===== src/rtl/ff256_pkg.sv =====
// Shared constants for the GF(256) vector MAC: register map, CTRL/STAT bits,
// FSM state encoding and the default reduction polynomial.
package ff256_pkg;

  localparam int ADDR_CTRL = 0;
  localparam int ADDR_COEF = 1;
  localparam int ADDR_DATA = 2;
  localparam int ADDR_ACC  = 3;

  // CTRL write bits
  localparam int CTRL_START = 0;
  localparam int CTRL_CLEAR = 1;
  localparam int CTRL_IE    = 2;

  // STAT read bits (IE reads back at CTRL_IE)
  localparam int STAT_BUSY = 0;
  localparam int STAT_DONE = 1;

  // Low byte of x^8 + x^4 + x^3 + x + 1
  localparam logic [7:0] POLY_DEFAULT = 8'h1B;

  typedef enum logic [1:0] {
    ST_IDLE  = 2'd0,
    ST_RUN   = 2'd1,
    ST_DRAIN = 2'd2
  } state_t;

endpackage


===== src/rtl/ff256_gf_mul.sv =====
// Combinational GF(2^8) multiplier; poly is the low byte of the monic
// degree-8 reduction polynomial.
module ff256_gf_mul (
  input  logic [7:0] a,
  input  logic [7:0] b,
  input  logic [7:0] poly,
  output logic [7:0] product
);

  logic [7:0] a_sh;

  // Shift-and-add, reducing a*x^i as it is formed so nothing exceeds 8 bits
  always_comb begin
    product = '0;
    a_sh    = a;
    for (int i = 0; i < 8; i++) begin
      if (b[i]) product = product ^ a_sh;
      a_sh = a_sh[7] ? ({a_sh[6:0], 1'b0} ^ poly) : {a_sh[6:0], 1'b0};
    end
  end

endmodule


===== src/rtl/ff256_vec_mac.sv =====
// Wishbone-attached GF(256) per-lane multiply-accumulate with input FIFO.
// Define FF256_VEC_MAC_POLY_EN to make the reduction polynomial writable at CTRL[15:8].
//
//  state | meaning
//  IDLE  | waiting for START; pushes still fill the FIFO
//  RUN   | popping one word per cycle into the multiply pipeline
//  DRAIN | START written 0; finishing queued words, then sets done
module ff256_vec_mac
  import ff256_pkg::*;
#(
  parameter int BUS_WIDTH  = 2,
  parameter int DATA_WIDTH = 32,
  parameter int BE_WIDTH   = 4,
  parameter int DEPTH      = 8
) (
  input  logic                  clk,
  input  logic                  reset,
  input  logic [BUS_WIDTH-1:0]  adr_i,
  input  logic [DATA_WIDTH-1:0] data_i,
  output logic [DATA_WIDTH-1:0] data_o,
  input  logic                  we_i,
  input  logic [BE_WIDTH-1:0]   sel_i,
  input  logic                  stb_i,
  input  logic                  cyc_i,
  output logic                  ack_o,
  output logic                  irq_o
);

  localparam int LANES = DATA_WIDTH / 8;
  localparam int AW    = $clog2(DEPTH);

  state_t state, state_nxt;

  logic [DATA_WIDTH-1:0] coef, acc, prod, prod_comb, head;
  logic [DATA_WIDTH-1:0] mem [DEPTH];
  logic [AW:0]           wr_ptr, rd_ptr, level;
  logic [7:0]            level8, poly;
  logic [15:0]           count;
  logic                  empty, full, pop, push, prod_vld;
  logic                  done, ie, busy, done_set;
  logic                  req, ack_nxt, wr_ok;
  logic                  is_ctrl, is_coef, is_data, is_acc;
  logic                  ctrl_wr, start_wr, stop_wr, clear_wr;

  assign is_ctrl = (adr_i == BUS_WIDTH'(ADDR_CTRL));
  assign is_coef = (adr_i == BUS_WIDTH'(ADDR_COEF));
  assign is_data = (adr_i == BUS_WIDTH'(ADDR_DATA));
  assign is_acc  = (adr_i == BUS_WIDTH'(ADDR_ACC));

  // A DATA write into a full FIFO waits; the ack follows once a pop frees a slot
  assign req     = stb_i & cyc_i & ~ack_o;
  assign ack_nxt = req & ~(we_i & is_data & full);
  assign wr_ok   = ack_nxt & we_i;

  assign ctrl_wr  = wr_ok & is_ctrl & sel_i[0];
  assign start_wr = ctrl_wr & data_i[CTRL_START];
  assign stop_wr  = ctrl_wr & ~data_i[CTRL_START];
  assign clear_wr = ctrl_wr & data_i[CTRL_CLEAR];
  assign push     = wr_ok & is_data;

  assign level  = wr_ptr - rd_ptr;
  assign level8 = 8'(level);
  assign empty  = (level == '0);
  assign full   = (level == (AW + 1)'(DEPTH));
  assign head   = mem[rd_ptr[AW-1:0]];

  assign busy  = (state != ST_IDLE) | ~empty | prod_vld;
  assign irq_o = done & ie;

  for (genvar g = 0; g < LANES; g++) begin : g_lane
    ff256_gf_mul u_mul (
      .a       (coef[g*8 +: 8]),
      .b       (head[g*8 +: 8]),
      .poly    (poly),
      .product (prod_comb[g*8 +: 8])
    );
  end

`ifdef FF256_VEC_MAC_POLY_EN
  always_ff @(posedge clk or negedge reset) begin
    if (!reset)                       poly <= POLY_DEFAULT;
    else if (wr_ok & is_ctrl & sel_i[1]) poly <= data_i[15:8];
  end
`else
  assign poly = POLY_DEFAULT;
`endif

  always_comb begin
    state_nxt = state;
    pop       = 1'b0;
    done_set  = 1'b0;
    case (state)
      ST_IDLE: if (start_wr) state_nxt = ST_RUN;
      ST_RUN: begin
        pop = ~empty;
        if (stop_wr) state_nxt = ST_DRAIN;
      end
      ST_DRAIN: begin
        pop = ~empty;
        if (start_wr) state_nxt = ST_RUN;
        else if (empty && !prod_vld) begin
          state_nxt = ST_IDLE;
          done_set  = 1'b1;
        end
      end
      default: state_nxt = ST_IDLE;
    endcase
    if (clear_wr) begin
      state_nxt = ST_IDLE;
      pop       = 1'b0;
      done_set  = 1'b0;
    end
  end

  always_ff @(posedge clk or negedge reset) begin
    if (!reset) begin
      state    <= ST_IDLE;
      ack_o    <= 1'b0;
      coef     <= '0;
      acc      <= '0;
      prod     <= '0;
      prod_vld <= 1'b0;
      wr_ptr   <= '0;
      rd_ptr   <= '0;
      count    <= '0;
      done     <= 1'b0;
      ie       <= 1'b0;
    end else begin
      state <= state_nxt;
      ack_o <= ack_nxt;
      if (ctrl_wr) ie <= data_i[CTRL_IE];
      for (int i = 0; i < LANES; i++) begin
        if (wr_ok && is_coef && sel_i[i]) coef[i*8 +: 8] <= data_i[i*8 +: 8];
      end
      if (clear_wr) begin
        acc      <= '0;
        count    <= '0;
        done     <= 1'b0;
        wr_ptr   <= '0;
        rd_ptr   <= '0;
        prod_vld <= 1'b0;
      end else begin
        if (push) wr_ptr <= wr_ptr + 1'b1;
        if (pop)  rd_ptr <= rd_ptr + 1'b1;
        prod_vld <= pop;
        if (pop) prod <= prod_comb;
        if (prod_vld) begin
          acc <= acc ^ prod;
          if (count != 16'hFFFF) count <= count + 16'd1;
        end
        if (start_wr)      done <= 1'b0;
        else if (done_set) done <= 1'b1;
      end
    end
  end

  // FIFO storage needs no reset; the pointers define what is valid
  always_ff @(posedge clk) begin
    if (push) mem[wr_ptr[AW-1:0]] <= data_i;
  end

  always_comb begin
    data_o = '0;
    if (is_ctrl) begin
      data_o[STAT_BUSY] = busy;
      data_o[STAT_DONE] = done;
      data_o[CTRL_IE]   = ie;
`ifdef FF256_VEC_MAC_POLY_EN
      data_o[15:8]      = poly;
`else
      data_o[15:8]      = level8;
`endif
      data_o[31:16]     = count;
    end else if (is_coef) begin
      data_o = coef;
    end else if (is_acc) begin
      data_o = acc;
    end
  end

endmodule


===== config.mk =====
export PLATFORM = sky130hd
export DESIGN_NAME = ff256_vec_mac
export DESIGN_NICKNAME = d
export VERILOG_FILES = /design/src/rtl/ff256_pkg.sv /design/src/rtl/ff256_gf_mul.sv /design/src/rtl/ff256_vec_mac.sv
export SDC_FILE = /design/constraint.sdc
export NUM_CORES = 1
export LEC_CHECK = 0
export CORE_AREA = 2 2 292 237
export CTS_CLUSTER_SIZE = 14
export DETAILED_ROUTE_END_ITERATION = 7
export DIE_AREA = 0 0 294 239
export GPL_TIMING_DRIVEN = 0
export HOLD_SLACK_MARGIN = 0.15
export PLACE_DENSITY = 0.53
export SYNTH_ARGS = -nofsm -noshare
export SYNTH_HDL_FRONTEND = slang
export SYNTH_HIERARCHICAL = 1
export SYNTH_SLANG_ARGS = --single-unit

===== constraint.sdc =====
create_clock -name clk -period 6.2 [get_ports clk]
set_clock_uncertainty 0.15 [all_clocks]
set_input_delay 1.24 -clock clk [delete_from_list [all_inputs] [get_ports clk]]
set_output_delay 1.24 -clock clk [all_outputs]
set_load 0.05 [all_outputs]

## Yosys cells after proc, flatten, opt, wreduce, memory -nomap -nowiden

Memory sizes are Yosys's and may differ from the RTL's.
Cells that the tools add are included.
W data, S select, Z words.

- Register bits: 126
- Bits in writable memories: 256
- Output and inout port bits: 34
- Memories kept: 1

Memory list:

| memory | depth | bits a word | rd ports | clocked after memory_dff | write ports | RTL line | source |
|---|---|---|---|---|---|---|---|
| mem | 8 | 32 | 1 | 0 | 1 | ff256_vec_mac.sv:35 | `logic [DATA_WIDTH-1:0] mem [DEPTH];` |

- Add/subtract/negate cells: 4
- Eq/ne operators: 10
- Muxes and demuxes: 92
- Bitwise operators: 77
- Reductions and logical operators: 20

Operators by type and width:

| cell | number |
|---|---|
| $mux W8 | 32 |
| $xor A8 B8 Y8 | 28 |
| $mux W5 | 29 |
| $mux W32 | 4 |
| $not A4 Y4 | 28 |
| $mux W16 | 3 |
| $xor A32 B32 Y32 | 1 |
| $mux W24 | 1 |
| $add A16 B1 Y16 const B | 1 |
| $mux W4 | 4 |
| $ne A16 B16 Y1 const B | 1 |
| $and A1 B1 Y1 | 13 |
| $mux W1 | 12 |
| $mux W2 | 5 |
| $reduce_bool A2 Y1 | 5 |
| $add A4 B1 Y4 const B | 2 |
| $eq A2 B2 Y1 const B | 3 |
| $logic_and A1 B1 Y1 | 6 |
| $ne A3 B3 Y1 const B | 2 |
| $pmux W2 S3 | 1 |
| $not A1 Y1 | 5 |
| $eq A2 B1 Y1 const B | 2 |
| $eq A4 B4 Y1 const B | 1 |
| $logic_not A2 Y1 | 2 |
| 10 further kinds | 12 |

## Depth between registers and ports, before layout

- Depth after elaboration: 16
- Gate-level depth with buffers: 16
- Mapped depth without buffers: 13

## Modules after synthesis

Netlist, hierarchy kept.

By module, submodules not included:

| module | instances | cells each | area each (sq um) | sequential area each (sq um) |
|---|---|---|---|---|
| ff256_vec_mac | 1 | 1021 | 15941.5 | 10840.4 |
| ff256_gf_mul | 4 | 415 | 2688.8 | 0.0 |

## Least setup slack after synthesis

Ideal clock, no wire load.

- Kind: register to register
- Start point: register rd_ptr[1]
- End point: memory mem[0][0] (enable)
- Setup time: 461 ps
- Data arrival time: 4486 ps
- Required time: 5589 ps
- Slack: 1103 ps
- Cell stages (with the launch flop): 11
- Path buffers: 3
- Clock period less this slack: 5097 ps
- Cells stage by stage: dfrtp_1 buf_1 buf_1 inv_1 ha_1 nand3b_1 and3_1 buf_2 o21ai_0 nand3_1 nor3_1

- Word-level cells in the longest chain between the ends: 9

RTL lines:

| what | RTL line | source |
|---|---|---|
| from (decl) | ff256_vec_mac.sv:36 | `logic [AW:0] wr_ptr, rd_ptr, level;` |
| from (signal assigned) | ff256_vec_mac.sv:144 | `if (pop) rd_ptr <= rd_ptr + 1'b1;` |
| $sub A4 B4 Y4 | ff256_vec_mac.sv:61 | `assign level = wr_ptr - rd_ptr;` |
| $eq A4 B4 Y1 | ff256_vec_mac.sv:64 | `assign full = (level == (AW + 1)'(DEPTH));` |
| $and A1 B1 Y1 | ff256_vec_mac.sv:52 | `assign ack_nxt = req & ~(we_i & is_data & full);` |
| $not A1 Y1 | ff256_vec_mac.sv:52 |  |
| $and A1 B1 Y1 | ff256_vec_mac.sv:52 |  |
| $and A1 B1 Y1 | ff256_vec_mac.sv:53 | `assign wr_ok = ack_nxt & we_i;` |
| $and A1 B1 Y1 | ff256_vec_mac.sv:59 | `assign push = wr_ok & is_data;` |
| $mux W1 | ff256_vec_mac.sv:159 | `if (push) mem[wr_ptr[AW-1:0]] <= data_i;` |
| $mux W1 (not written as such) | ff256_vec_mac.sv:159 |  |
| to (decl) | ff256_vec_mac.sv:35 |  |

No other way between the ends.

## Worst setup path after layout

- Start point: input port adr_i[0]
- End point: output port data_o[8]

- Word-level cells in the longest chain between the ends: 4

RTL lines:

| what | RTL line | source |
|---|---|---|
| from (decl) | ff256_vec_mac.sv:18 | `input logic [BUS_WIDTH-1:0] adr_i,` |
| $eq A2 B2 Y1 | ff256_vec_mac.sv:48 | `assign is_acc = (adr_i == BUS_WIDTH'(ADDR_ACC));` |
| $mux W32 | ff256_vec_mac.sv:176 | `end else if (is_acc) begin` |
| $mux W32 | ff256_vec_mac.sv:174 | `end else if (is_coef) begin` |
| $mux W24 * | ff256_vec_mac.sv:164 | `if (is_ctrl) begin` |
| to (decl) | ff256_vec_mac.sv:20 | `output logic [DATA_WIDTH-1:0] data_o,` |

Every way passes the cells marked *; elsewhere a longest branch is shown, timed or not.

==> metrics.cfg <==
[outcome]
status = finished, violations left
failed_checks = negative setup slack

[yosys]
ys.flop_type = edfxtp_1
yosys.cell_types.count = 81
ys_ff_latch = 382
async_flop_share_pct = 33.0
syn_avg_cell_area_um2 = 9.96
synth_cells = 2681
ys_warn_count = 6
syn-cell-area_um2 = 26700
ys_seq_area_share_pct = 40.6
synth_edf_count = 256

[die]
rows = 86
dieWidth_um = 294
io_pins = 77
die_height_um = 239
core_um2 = 67700
die_area_um2 = 70300
start_util_pct = 39.4

[global_route]
grt_start_max_net_pins = 90
grt_pass1_vias = 20100
track_usage_pct = 21.9
grt_remaining_overflow = 0
grt_pass1_wl_um = 120000
antenna_found_initial = 2

[drt]
wl_met1_um = 38500
wl_met2_um = 33700
dr_wl_met3_um = 4410
routed.top_layer = met5
drt-pass1-iter-count = 5
drt_first_iter_violations = 1878
vias = 21000
post-route-drc-count = 0
wl_um = 77600
ant_nets = 0
viasPerCell = 5.47
wl_per_cell_um = 20.2

[placed_design]
pre_cts_slack_ns = 0.147
gp_congestion = 0.898
dp.final_hpwl_um = 57500
placed_area_um2 = 29300
port-buffer-count = 75

[pwr]
total_power_mw = 16.9
p_leak_nw = 11.1
ir_drop_mv = 0.241
power-per-cell-area_nw_per_um2 = 550

[clock_network]
clkTransAtPathRegs_ns = 0.06
max-clock-path-buffers = 3
cts.sinks = 382
htree_num_levels = 2
cts_hold_buf = 0
cts_root_buf = clkbuf_16
clock_latency_ns = 0.59
cts_tree = built
cts_buffers = 42

[timing]
fmax_mhz = 161
slew_viol_final = 0
setup-violations-final = 1
grt_setup_unrepaired = yes
setup_tns_ns = -0.00570
max_slew.worst_pin.slew_ns = 1.06
slew_headroom_pct = 29.5
period_minus_slack_ns = 6.21
setup_slack_ns = -0.00570
hold_viol = 0
finalCritPeriodShare_pct = 100

[layout]
drive_gt1_share_pct = 12.8
areaGrowthSynthToFinish_pct = 15.4
layout_commonest_cell = nand2_1
nets = 2979
final_cell_mix = 504 x nand2_1, 312 x xnor2_1, 256 x edfxtp_1
design_area_um2 = 30800

[critical_path]
crit_end = data_o[8]
critPathLaunchType = input port
worstSetupStartpoint = adr_i[0]
critPathKind = in -> out
endpoint_kind = output port
reg2reg_from = coef[31]
reg2reg_slack_ns = 1.76
required_ns = 4.81
arrival_ns = 4.82
r2r-end = prod[25]
crit_fanout = 10
reg2reg_depth = 12

[job]
cap_viol_max_count = 0

[min_path]
hold_class = reg -> reg

per-layer routing:
metal | vias to the layer above | track usage (%)
met3 | 72 | 3.51
met1 | 10300 | 33.6
met5 | - | 0
met4 | 2 | 3.66
li1 | 10000 | -
met2 | 551 | 32.8
worst max-delay path: stages:
cell and delay, ns:
clkdlybuf4s50_1 0.68, clkbuf_1 0.46, buf_1 0.72, a21oi_1 0.21, o21ai_0 0.56, clkdlybuf4s50_1 0.92
area by class of cell:
class	count	area, um^2
Fill cell	6400	36900
Multi-Input combinational cell	2153	15200
Sequential cell	382	10800
Tap cell	880	1100
Clock buffer	44	1080
Timing Repair Buffer	95	1040
Buffer	204	930
Clock inverter	34	417
Inverter	47	180
Antenna cell	1	2.50
where the power goes:
part / total (mW) / switching, mW / leakage, nW / internal [mW]
clock network: 2.70 / 1.09 / 0.726 / 1.61
registers: 3.49 / 0.361 / 3.83 / 3.13
logic: 10.7 / 5.81 / 6.54 / 4.92
cells by family after synthesis:
group / share of synthesized area [%]
xor gates and xnor gates: 14.0
DFF: 40.6
buffers and inverters: 4.12
adders and majority gates: 0.544
muxes: 10.7
AOI/OAI and AO/OA: 14.3
other: 0.0281
and+or+nand+nor: 15.8
through the flow:
step	std cells	util (%)	hold WS (ns)
after floorplan	2787	-	0.307
after global placement	3742	42.8	0.343
after detailed placement	3757	43.2	0.341
after CTS	3835	45.4	0.357
after global routing	3840	45.5	0.375
final	3840	45.5	0.357
registers in the layout, summed over array words and instances (netlist names):
signal / flops
wr_ptr: 4
prod_vld: 1
ack_o: 1
done: 1
count: 16
rd_ptr: 4
acc: 32
coef: 32
mem: 256
ie: 1
state: 2
prod: 32
timing repair:
action,CTS,global route
endpoints found under the setup margin,2,4
gates resized for setup,3,3
setup buffers,0,5
synthesized netlist by cell type (21+ instances only):
library cell  number  area [um^2]
xor2_1           104          911
a21oi_1           89          445
mux2_2            44          495
nor2b_1           22          138
mux2_4            29          435
and3_1            24          150
mux4_2            64         1440
nand3_1           43          215
or4_1             21          158
o31ai_1           21          158
a211oi_1          25          188
o311ai_0          40          350
edfxtp_1         256         7690
nand2b_1          23          144
o21ai_0          145          726
nand2_1          504         1890
clkbuf_1         133          499
xnor2_1          312         2730
inv_1             47          176
mux2i_1           48          480
buf_2             34          170
a32oi_1           32          280
nor2_1           131          492
dfrtp_1          126         3150
worst min path at each step:
| stage | start | endpoint | slack (ns) | depth (start not counted) |
|---|---|---|---|---|
| 2_1_floorplan | ie | ie | 0.31 | 2 |
| 4_1_cts | ie | ie | 0.36 | 2 |
| 3_3_place_gp | prod[21] | prod[21] | 0.34 | 1 |
| 6_report | prod[1] | prod[1] | 0.36 | 1 |
| 5_1_grt | prod[1] | prod[1] | 0.38 | 1 |
| 3_5_place_dp | ie | ie | 0.34 | 2 |
(Power assumes the default switching activity.)
